--- config.mk ---
export PLATFORM = sky130hd
export DESIGN_NAME = dmem_port_arbiter_flat
export DESIGN_NICKNAME = d
export VERILOG_FILES = /design/src/rtl/dmem_port_arbiter_if.sv /design/src/rtl/dmem_port_arbiter.sv /design/src/flat_wrapper.sv
export SDC_FILE = /design/constraint.sdc
export NUM_CORES = 1
export LEC_CHECK = 0
export ABC_AREA = 1
export BUFFER_PORTS_ARGS = -buffer_cell sky130_fd_sc_hd__buf_4
export CAP_MARGIN = 10
export CORE_UTILIZATION = 25
export CTS_CLUSTER_SIZE = 25
export DETAILED_ROUTE_END_ITERATION = 10
export GPL_TIMING_DRIVEN = 0
export HOLD_SLACK_MARGIN = 0.05
export PLACE_DENSITY = 0.55
export RECOVER_POWER = 100
export SETUP_SLACK_MARGIN = 0.05
export SLEW_MARGIN = 20
export SYNTH_ARGS = -nofsm -noshare
export SYNTH_HDL_FRONTEND = slang
export SYNTH_SLANG_ARGS = --single-unit
--- constraint.sdc ---
create_clock -name clk -period 1.8 [get_ports clk]
set_clock_uncertainty 0.05 [all_clocks]
set_input_delay 0.36 -clock clk [delete_from_list [all_inputs] [get_ports clk]]
set_output_delay 0.36 -clock clk [all_outputs]
set_load 0.01 [all_outputs]
--- src/rtl/dmem_port_arbiter_if.sv ---
// Signal bundle between the word-level requesters, the arbiter and the byte-wide data memory.
// The slave modport is the arbiter's view; the master modport is the view of requesters and memory.
interface dmem_port_arbiter_if #(
    parameter int ADDR_W = 5
);
    logic              cpu_req;
    logic              cpu_we;
    logic [ADDR_W-1:0] cpu_addr;
    logic [31:0]       cpu_wdata;
    logic              cpu_ack;
    logic [31:0]       cpu_rdata;

    logic              dbg_req;
    logic              dbg_we;
    logic [ADDR_W-1:0] dbg_addr;
    logic [31:0]       dbg_wdata;
    logic              dbg_ack;
    logic [31:0]       dbg_rdata;

    logic [ADDR_W-1:0] mem_addr;
    logic [7:0]        mem_wdata;
    logic              mem_we;
    logic              mem_re;
    logic [7:0]        mem_rdata;

    modport slave (
        input  cpu_req, cpu_we, cpu_addr, cpu_wdata,
        output cpu_ack, cpu_rdata,
        input  dbg_req, dbg_we, dbg_addr, dbg_wdata,
        output dbg_ack, dbg_rdata,
        output mem_addr, mem_wdata, mem_we, mem_re,
        input  mem_rdata
    );

    modport master (
        output cpu_req, cpu_we, cpu_addr, cpu_wdata,
        input  cpu_ack, cpu_rdata,
        output dbg_req, dbg_we, dbg_addr, dbg_wdata,
        input  dbg_ack, dbg_rdata,
        input  mem_addr, mem_wdata, mem_we, mem_re,
        output mem_rdata
    );
endinterface

--- src/rtl/dmem_port_arbiter.sv ---
// Two-requester arbiter for the byte-wide data memory: each 32-bit big-endian word access
// becomes four byte beats on the shared memory port, followed by a one-cycle ack.
module dmem_port_arbiter #(
    parameter int ADDR_W       = 5,
    parameter int CPU_PRIORITY = 0
) (
    input  logic                clk,
    input  logic                rst_n,
    dmem_port_arbiter_if.slave  bus,
    output logic                busy,
    output logic                owner
);
    typedef enum logic [1:0] {S_IDLE, S_BEAT, S_TAIL, S_ACK} state_t;

    state_t            r_state;
    logic [1:0]        r_cnt;
    logic              r_we;
    logic              r_owner;
    logic              r_last_grant;
    logic [31:0]       r_word;
    logic [31:0]       r_asm;
    logic [31:0]       r_cpu_rdata;
    logic [31:0]       r_dbg_rdata;
    logic              r_cpu_ack;
    logic              r_dbg_ack;
    logic [ADDR_W-1:0] r_mem_addr;
    logic [7:0]        r_mem_wdata;
    logic              r_mem_we;
    logic              r_mem_re;

    logic              w_any_req;
    logic              w_grant_dbg;
    logic              w_sel_we;
    logic [ADDR_W-1:0] w_sel_addr;
    logic [31:0]       w_sel_wdata;

    // Debug wins when alone, or on a tie in round-robin mode when the CPU had the last grant.
    assign w_any_req   = bus.cpu_req | bus.dbg_req;
    assign w_grant_dbg = bus.dbg_req & (~bus.cpu_req | ((CPU_PRIORITY == 0) & ~r_last_grant));
    assign w_sel_we    = w_grant_dbg ? bus.dbg_we    : bus.cpu_we;
    assign w_sel_addr  = w_grant_dbg ? bus.dbg_addr  : bus.cpu_addr;
    assign w_sel_wdata = w_grant_dbg ? bus.dbg_wdata : bus.cpu_wdata;

    always_ff @(posedge clk or negedge rst_n) begin
        if (!rst_n) begin
            r_state      <= S_IDLE;
            r_cnt        <= '0;
            r_we         <= 1'b0;
            r_owner      <= 1'b0;
            r_last_grant <= 1'b1;
            r_word       <= '0;
            r_asm        <= '0;
            r_cpu_rdata  <= '0;
            r_dbg_rdata  <= '0;
            r_cpu_ack    <= 1'b0;
            r_dbg_ack    <= 1'b0;
            r_mem_addr   <= '0;
            r_mem_wdata  <= '0;
            r_mem_we     <= 1'b0;
            r_mem_re     <= 1'b0;
        end else begin
            r_cpu_ack <= 1'b0;
            r_dbg_ack <= 1'b0;
            case (r_state)
                S_IDLE: begin
                    if (w_any_req) begin
                        r_owner      <= w_grant_dbg;
                        r_last_grant <= w_grant_dbg;
                        r_we         <= w_sel_we;
                        r_cnt        <= '0;
                        r_mem_addr   <= w_sel_addr;
                        r_mem_wdata  <= w_sel_wdata[31:24];
                        r_word       <= {w_sel_wdata[23:0], 8'h00};
                        r_mem_we     <= w_sel_we;
                        r_mem_re     <= ~w_sel_we;
                        r_state      <= S_BEAT;
                    end
                end
                S_BEAT: begin
                    // Read data lags the strobe by a cycle, so beat n-1 arrives during beat n.
                    if (r_cnt != 2'd0) begin
                        r_asm <= {r_asm[23:0], bus.mem_rdata};
                    end
                    if (r_cnt == 2'd3) begin
                        r_mem_we <= 1'b0;
                        r_mem_re <= 1'b0;
                        r_state  <= S_TAIL;
                    end else begin
                        r_cnt       <= r_cnt + 2'd1;
                        r_mem_addr  <= r_mem_addr + ADDR_W'(1);
                        r_mem_wdata <= r_word[31:24];
                        r_word      <= {r_word[23:0], 8'h00};
                    end
                end
                S_TAIL: begin
                    r_asm   <= {r_asm[23:0], bus.mem_rdata};
                    r_state <= S_ACK;
                end
                S_ACK: begin
                    if (r_owner) begin
                        r_dbg_ack <= 1'b1;
                        if (!r_we) r_dbg_rdata <= r_asm;
                    end else begin
                        r_cpu_ack <= 1'b1;
                        if (!r_we) r_cpu_rdata <= r_asm;
                    end
                    r_state <= S_IDLE;
                end
                default: r_state <= S_IDLE;
            endcase
        end
    end

    assign busy          = (r_state != S_IDLE);
    assign owner         = r_owner;
    assign bus.cpu_ack   = r_cpu_ack;
    assign bus.dbg_ack   = r_dbg_ack;
    assign bus.cpu_rdata = r_cpu_rdata;
    assign bus.dbg_rdata = r_dbg_rdata;
    assign bus.mem_addr  = r_mem_addr;
    assign bus.mem_wdata = r_mem_wdata;
    assign bus.mem_we    = r_mem_we;
    assign bus.mem_re    = r_mem_re;
endmodule

--- src/flat_wrapper.sv ---
// flat-port wrapper written by rule: the top's interface ports become plain ports
module dmem_port_arbiter_flat 
#(
    parameter int ADDR_W       = 5,
    parameter int CPU_PRIORITY = 0
)
  (clk, rst_n, busy, owner, bus_cpu_req, bus_cpu_we, bus_cpu_addr, bus_cpu_wdata, bus_cpu_ack, bus_cpu_rdata, bus_dbg_req, bus_dbg_we, bus_dbg_addr, bus_dbg_wdata, bus_dbg_ack, bus_dbg_rdata, bus_mem_addr, bus_mem_wdata, bus_mem_we, bus_mem_re, bus_mem_rdata);
  dmem_port_arbiter_if #(.ADDR_W(ADDR_W)) bus_i ();
  input  logic clk;
  input  logic rst_n;
  output logic busy;
  output logic owner;
  input wire logic [$bits(bus_i.cpu_req)-1:0] bus_cpu_req;
  input wire logic [$bits(bus_i.cpu_we)-1:0] bus_cpu_we;
  input wire logic [$bits(bus_i.cpu_addr)-1:0] bus_cpu_addr;
  input wire logic [$bits(bus_i.cpu_wdata)-1:0] bus_cpu_wdata;
  output wire logic [$bits(bus_i.cpu_ack)-1:0] bus_cpu_ack;
  output wire logic [$bits(bus_i.cpu_rdata)-1:0] bus_cpu_rdata;
  input wire logic [$bits(bus_i.dbg_req)-1:0] bus_dbg_req;
  input wire logic [$bits(bus_i.dbg_we)-1:0] bus_dbg_we;
  input wire logic [$bits(bus_i.dbg_addr)-1:0] bus_dbg_addr;
  input wire logic [$bits(bus_i.dbg_wdata)-1:0] bus_dbg_wdata;
  output wire logic [$bits(bus_i.dbg_ack)-1:0] bus_dbg_ack;
  output wire logic [$bits(bus_i.dbg_rdata)-1:0] bus_dbg_rdata;
  output wire logic [$bits(bus_i.mem_addr)-1:0] bus_mem_addr;
  output wire logic [$bits(bus_i.mem_wdata)-1:0] bus_mem_wdata;
  output wire logic [$bits(bus_i.mem_we)-1:0] bus_mem_we;
  output wire logic [$bits(bus_i.mem_re)-1:0] bus_mem_re;
  input wire logic [$bits(bus_i.mem_rdata)-1:0] bus_mem_rdata;
  assign bus_i.cpu_req = bus_cpu_req;
  assign bus_i.cpu_we = bus_cpu_we;
  assign bus_i.cpu_addr = bus_cpu_addr;
  assign bus_i.cpu_wdata = bus_cpu_wdata;
  assign bus_cpu_ack = bus_i.cpu_ack;
  assign bus_cpu_rdata = bus_i.cpu_rdata;
  assign bus_i.dbg_req = bus_dbg_req;
  assign bus_i.dbg_we = bus_dbg_we;
  assign bus_i.dbg_addr = bus_dbg_addr;
  assign bus_i.dbg_wdata = bus_dbg_wdata;
  assign bus_dbg_ack = bus_i.dbg_ack;
  assign bus_dbg_rdata = bus_i.dbg_rdata;
  assign bus_mem_addr = bus_i.mem_addr;
  assign bus_mem_wdata = bus_i.mem_wdata;
  assign bus_mem_we = bus_i.mem_we;
  assign bus_mem_re = bus_i.mem_re;
  assign bus_i.mem_rdata = bus_mem_rdata;
  dmem_port_arbiter #(.ADDR_W(ADDR_W), .CPU_PRIORITY(CPU_PRIORITY)) u_core (.clk(clk), .rst_n(rst_n), .bus(bus_i), .busy(busy), .owner(owner));
endmodule
=== After elaboration in Yosys (flattened, before gate mapping) ===
Index checks and enable logic that the tools add are counted.

* Flip-flop bits (word level): 152
* Bits of input ports: 88
* Output and inout bits: 83
* Word-level logic and storage cells: 74

* Add/sub/neg operators: 2
* Equal/unequal tests: 8
* Multiplexer cells: 29
* Bitwise logic cells: 8
* Reduce and logical (&&, ||, !) cells: 12

{| class="wikitable"
|+ Operators with widths
! kind !! count
|-
| 32-bit 2-to-1 mux || 4
|-
| 32-bit case mux with 2 select lines || 2
|-
| 8-bit 2-to-1 mux || 2
|-
| 8-bit case mux with 2 select lines || 1
|-
| 5-bit 2-to-1 mux || 3
|-
| 3-bit AND reduction || 4
|-
| 5-bit case mux with 2 select lines || 1
|-
| 1-bit 2-to-1 mux || 8
|-
| 2-bit 2-to-1 mux || 4
|-
| 2-bit case mux with 4 select lines || 1
|-
| 2-bit nonzero test || 4
|-
| 2-bit equality test (second input constant) || 3
|-
| 2-bit by 1-bit inequality test with 1-bit output (second input constant) || 3
|-
| 2-bit AND reduction || 3
|-
| 5-bit by 1-bit adder with 5-bit output (second input constant) || 1
|-
| 1-bit NOT || 5
|-
| 1-bit case mux with 2 select lines || 2
|-
| 2-bit case mux with 2 select lines || 1
|-
| 2-bit by 1-bit adder with 2-bit output (second input constant) || 1
|-
| 2-bit by 1-bit equality test with 1-bit output (second input constant) || 1
|-
| 2-bit logical NOT || 1
|-
| 2-bit inequality test (second input constant) || 1
|-
| 1-bit bitwise OR || 2
|-
| 1-bit AND || 1
|}

=== Logic depth before layout (Yosys ltp) ===
* Depth after elaboration: 7
* Mapped depth: 11
* Mapped depth without buffers: 9

=== Least setup slack after synthesis ===
OpenSTA, ideal clock, no wires.

* Kind: reg-to-reg
* Start: register u_core.r_state[1]
* End: register u_core.r_mem_addr[1] (netlist: u_core.bus.mem_addr[1])
* Library setup time: 117 ps
* Arrival time: 1,432 ps
* Required time: 1,633 ps
* Path slack: 201 ps
* Cell stages (with the launch flop): 12
* Buffers on the path: 3
* Period minus slack after synthesis: 1,599 ps
* Path through: dfrtp_1 inv_1 ha_1 buf_4 nor2_2 inv_2 nand3_2 inv_2 buf_4 buf_6 nand3_1 nand2_1

* Word-level cells in the longest chain between the ends: 3
* Elaborated cells on any way between the ends: 7
* Classes of those cells: eq/ne (3); mux (1); reduce/logical (3)

{| class="wikitable"
|+ RTL lines
! item !! line !! RTL
|-
| start: declaration || dmem_port_arbiter.sv:15 || <nowiki>state_t r_state;</nowiki>
|-
| start signal: assignment || dmem_port_arbiter.sv:46 || <nowiki>r_state <= S_IDLE;</nowiki>
|-
| start signal: assignment || dmem_port_arbiter.sv:76 || <nowiki>r_state <= S_BEAT;</nowiki>
|-
| start signal: assignment || dmem_port_arbiter.sv:87 || <nowiki>r_state <= S_TAIL;</nowiki>
|-
| 2-bit by 1-bit equality test with 1-bit output or 2-bit logical NOT (tied branches) || dmem_port_arbiter.sv:64 || <nowiki>case (r_state)</nowiki>
|-
| 2-bit inequality test (no line) (tied with other cells) || -- ||
|-
| 3-bit AND reduction (no line) || -- ||
|-
| end signal: assignment || dmem_port_arbiter.sv:71 || <nowiki>r_mem_addr <= w_sel_addr;</nowiki>
|-
| end signal: assignment || dmem_port_arbiter.sv:90 || <nowiki>r_mem_addr <= r_mem_addr + ADDR_W'(1);</nowiki>
|-
| end: declaration || dmem_port_arbiter.sv:26 || <nowiki>logic [ADDR_W-1:0] r_mem_addr;</nowiki>
|}

Several ways; a longest one is shown, not always the timed one.
A chain may end at the register's enable or synchronous reset.

=== Final worst setup path ===
* Start: register u_core.r_state[0]
* End: output busy

* Word-level cells in the longest chain between the ends: 1

{| class="wikitable"
|+ RTL lines
! item !! line !! RTL
|-
| 2-bit nonzero test || dmem_port_arbiter.sv:114 || <nowiki>assign busy = (r_state != S_IDLE);</nowiki>
|-
| end: declaration || flat_wrapper.sv:11 || <nowiki>output logic busy;</nowiki>
|}

No other way between the ends.

==> impl.org <==
** Run status
- Status :: finished clean

** Yosys
- Of all flip-flops after synthesis, the portion carrying an async set or reset was 100%.
- Largest area contributor in the synthesized netlist :: sky130_fd_sc_hd__dfrtp_1
- Of the synthesized area, sequential elements account for 56.9%.
- Post-synth EDFFs :: 0
- Most instantiated library cell after synthesis :: sky130_fd_sc_hd__nand2_1
- The average instance in the mapped netlist occupies 8.51 um2.
- Synthesis handed over a netlist of 744 instances.
- When the netlist entered floorplanning its net count stood at 840.
- After synthesis, the cell types taking the most area are sky130_fd_sc_hd__dfrtp_1, sky130_fd_sc_hd__nand2_1, sky130_fd_sc_hd__o21ai_0, sky130_fd_sc_hd__nand3_1, sky130_fd_sc_hd__inv_1.
- Primary flip-flop cell chosen by synthesis mapping :: sky130_fd_sc_hd__dfrtp_1
- After synthesis the netlist holds a flip-flop and latch count of 144.
- Number of unique standard cell types used by synthesis :: 21
- Summing every instance area after synthesis gives 6330 um2.
- Number of warnings printed during yosys synthesis :: 0
- Top cells by instance count after synthesis :: sky130_fd_sc_hd__nand2_1, sky130_fd_sc_hd__dfrtp_1, sky130_fd_sc_hd__o21ai_0, sky130_fd_sc_hd__nand3_1, sky130_fd_sc_hd__inv_1
- Top cell type's share of synthesized area :: 56.5%

** Critical path
- CP Cell Sequence :: inv_2 > ha_4 > inv_2 > buf_6
- Counting both buffers and inverters, the worst setup path holds a total of 3.
- The endpoint identified for the worst register-to-register timing path is u_core.r_asm[18].
- The worst setup path is captured at an output pin.
- Among the stages of the critical path, the cell type that occurs most often is sky130_fd_sc_hd__inv_2.
- Reg2reg start :: u_core.r_state[0]
- STA classifies the critical path startpoint as a register.
- Top fanout value on the critical path :: 6
- At the worst endpoint, the arrival time is 1320 ps.
- In this run the number of cells on the critical path is 4.
- The critical path starts at u_core.r_state[0].
- CP max stage cell :: sky130_fd_sc_hd__dfrtp_2
- End point of the critical path :: busy
- Biggest cell delay along the critical path :: 450 ps
- Worst Setup Path Type :: reg -> out
- STA puts the critical path data required time at 1390 ps.
- In this design, the largest share of critical-path delay is due to flip-flops.
- Reg2Reg Depth :: 5
- Setup slack, reg-to-reg :: 120 ps

** Global route
- Entering global routing, the biggest net connects 95 pins.
- Antenna violations before repair :: 0
- Wire length of the first global-routing pass :: 30,800 um
- The number of global-route vias before repair is 5,624.
- For this run the aggregate overflow at the end of global routing stands at 0.
- Across every metal layer, demand over resource in global routing totals 15.4%.

** Cells and area
- Non-Filler Cell Area, Final :: 8820 um2
- After the last flow step, the layout net total stands at 1,037.
- Number of diodes :: 0
- Summing all multi-input logic gate instances after layout gives 2360 um2.
- Filler Cells Inserted :: 2,593
- Final core utilization :: 35.8%
- Share of layout cells above drive strength 1 :: 31.6%
- Compared with the post-synthesis result, the final layout area differs by 39.2%.
- FF+latch area :: 3610 um2

** Power
- Summed over all cells, the static leakage comes to 0.00454 uW.
- Fraction of power spent switching nets :: 39.5%
- Across the VDD grid, the largest voltage drop is 689 uV.
- Combinational share of power :: 44.5%
- Of the total power, registers draw 34.3%.
- Power spread over the standard cell area amounts to 1890 nW/um2.
- Post-layout power :: 16,700 uW
- The share of total power dissipated in the clock network is 21.2%.
- Net Sw Power :: 6580 uW
- Int Pwr :: 10,100 uW

** STA
- The final max-slew violation count is 0.
- Max Clk Rate :: 578 MHz
- The total count of hold-check failures in the final report is 0.
- Final setup violating endpoints :: 0
- Unrepaired setup endpoints after global routing :: true
- In the final timing run, aggregate negative setup slack is 0 ps.
- Time the final worst path needs with I/O delays and setup :: 1730 ps
- Transition time of the tightest slew-check pin :: 753 ps
- Headroom to the max-slew limit came out at 49.8%.
- Tcrit/Tclk final :: 96.1%
- Worst setup slack after layout :: 70.7 ps

** Clock tree
- Worst-Skew Late Latency :: 410 ps
- In this run the clock root is driven by a sky130_fd_sc_hd__clkbuf_16.
- TritonCTS built the clock tree.
- Clk slew on worst S/H paths :: 60 ps
- Sinks on the clock net :: 144
- Clock buffer count from CTS :: 17
- CTS Buffer Depth :: 2
- In this run the number of H-tree levels came out at 4.

** Worst hold path
- The path class of the tightest hold or removal check is in -> reg.

** Route
- Drc violations :: 0
- Routed length per placed instance :: 15.0 um
- Routed Antenna Nets :: 0
- Number of iterations in the first detailed-routing pass :: 4
- After the first detailed-routing iteration, the DRC count stood at 277.
- Using the TritonRoute via totals, the vias-per-cell ratio works out to 4.39.
- The final route contains 5,605 vias.
- Summed over all layers, the routed wires come to 19,200 um.

** Placement
- DPL Wire Length :: 14,200 um
- Count of input and output buffers :: 170
- Placed cell areas :: 8050 um2
- Weighted congestion at the end of routability-driven global placement :: 0.809
- Setup slack at placement :: -260 ps

** Die
- Width of the die :: 161 um
- Row count :: 57
- In this run the vertical extent of the chip is 161 um.
- Core area :: 24,600 um2
- Initial Util :: 25.7%
- For this design the top-level I/O count stands at 171.
- The floorplan step defined a die boundary enclosing 26,000 um2.

** Run
- Number of maximum-capacitance constraint violations :: 0
## final cells by class
cell class,count,share of cell area [%]
Multi-Input combinational cell,498,26.8
Tap cell,324,4.60
Buffer,42,2.98
Sequential cell,144,40.9
Timing Repair Buffer,178,15.5
Clock buffer,20,5.18
Inverter,60,2.55
Clock inverter,12,1.50
## sequential cells by signal (all words and copies together), names as in the netlist
register              cells
u_core.bus.cpu_ack        1
u_core.bus.cpu_rdata     32
u_core.bus.dbg_ack        1
u_core.bus.dbg_rdata     32
u_core.bus.mem_addr       5
u_core.bus.mem_re         1
u_core.bus.mem_wdata      8
u_core.bus.mem_we         1
u_core.owner              1
u_core.r_asm             32
u_core.r_cnt              2
u_core.r_last_grant       1
u_core.r_state            2
u_core.r_we               1
u_core.r_word            24
## cells by family (layout without fill, tap and decap cells)
logic type,count (synthesis),after routing,synth area share (%)
buffers and inverters,102,312,6.76
AO/OA/AOI/OAI,114,114,9.07
AND/OR/NAND/NOR,376,376,25.7
adder cells (fa/ha/maj),8,8,1.58
flip-flops,144,144,56.9
## routing by layer
layer  global-route usage (%)  part of all wire (%)  vias up  wire length, um
li1                         -                     -     2786                -
met1                     20.6                    46     2699             8880
met2                     25.1                    48      100             9280
met3                     2.85                   3.9       20              752
met4                     4.93                   1.6        0              308
met5                        0                     0        -                0
## worst min-delay path: cells and delay by family
family | cells | cell delay, ps
AOI/OAI and AO/OA | 1 | 100
buffers and inverters | 1 | 80
and+or+nand+nor | 1 | 30
## layout by cell type (no fill, tap or decap)
cell type                         n
sky130_fd_sc_hd__inv_6            1
sky130_fd_sc_hd__clkinvlp_4       2
sky130_fd_sc_hd__a21oi_1          9
sky130_fd_sc_hd__dlygate4sd3_1    1
sky130_fd_sc_hd__ha_4             2
sky130_fd_sc_hd__nand2_2          3
sky130_fd_sc_hd__dfrtp_1        142
sky130_fd_sc_hd__dfstp_2          1
sky130_fd_sc_hd__inv_2            7
sky130_fd_sc_hd__inv_8            1
sky130_fd_sc_hd__buf_4          177
sky130_fd_sc_hd__buf_2           12
sky130_fd_sc_hd__clkbuf_4         5
sky130_fd_sc_hd__or2_2           32
sky130_fd_sc_hd__ha_1             6
sky130_fd_sc_hd__o21ai_4          1
sky130_fd_sc_hd__dfrtp_2          1
sky130_fd_sc_hd__clkbuf_1         3
sky130_fd_sc_hd__o21ai_1          5
sky130_fd_sc_hd__buf_6            7
sky130_fd_sc_hd__clkbuf_2        15
sky130_fd_sc_hd__nand3_1         85
sky130_fd_sc_hd__inv_1           53
sky130_fd_sc_hd__buf_16           1
sky130_fd_sc_hd__clkbuf_8         2
sky130_fd_sc_hd__o21ai_0         99
sky130_fd_sc_hd__clkinv_4         2
sky130_fd_sc_hd__or2_1            2
sky130_fd_sc_hd__nand2_1        226
sky130_fd_sc_hd__nand4_1          3
sky130_fd_sc_hd__clkinv_2         4
sky130_fd_sc_hd__bufinv_16        2
sky130_fd_sc_hd__nor2_4           2
sky130_fd_sc_hd__nor2_1          19
sky130_fd_sc_hd__clkbuf_16       17
sky130_fd_sc_hd__nand3_2          4
## power groups by stage
stage / sequential, uW / clock, uW / combinational [uW]
6_report: 5730 / 3530 / 7420
5_1_grt: 5920 / 3750 / 8480
4_1_cts: 5740 / 3620 / 7300
3_5_place_dp: 5770 / 0 / 7120
3_3_place_gp: 5760 / 0 / 7040
2_1_floorplan: 5930 / 0 / 3750
## worst min path at each step
stage / to / depth (start not counted) / startpoint
after floorplan: u_core.bus.cpu_ack / 0 / rst_n
after global placement: u_core.r_word[31] / 2 / u_core.r_word[31]
after detailed placement: u_core.r_word[8] / 1 / rst_n
after CTS: u_core.r_asm[2] / 3 / bus_mem_rdata[2]
after global routing: u_core.r_asm[2] / 3 / bus_mem_rdata[2]
final: u_core.r_asm[2] / 3 / bus_mem_rdata[2]
## what timing repair did
action,in CTS,in global routing
hold buffers,1,0
gates resized for setup,26,38
buffers inserted,0,6
endpoints found under the setup margin,123,77
hold endpoints to repair,49,0
pin swaps,0,1
cloned,0,0
## per-stage QoR
step,hold WS [ps],instances
finish,143,1278
global route,137,1278
CTS,125,1272
detailed placement,249,1239
global placement,408,1238
floorplan,14.4,744
Note: power is estimated with default switching activity, not from simulation.
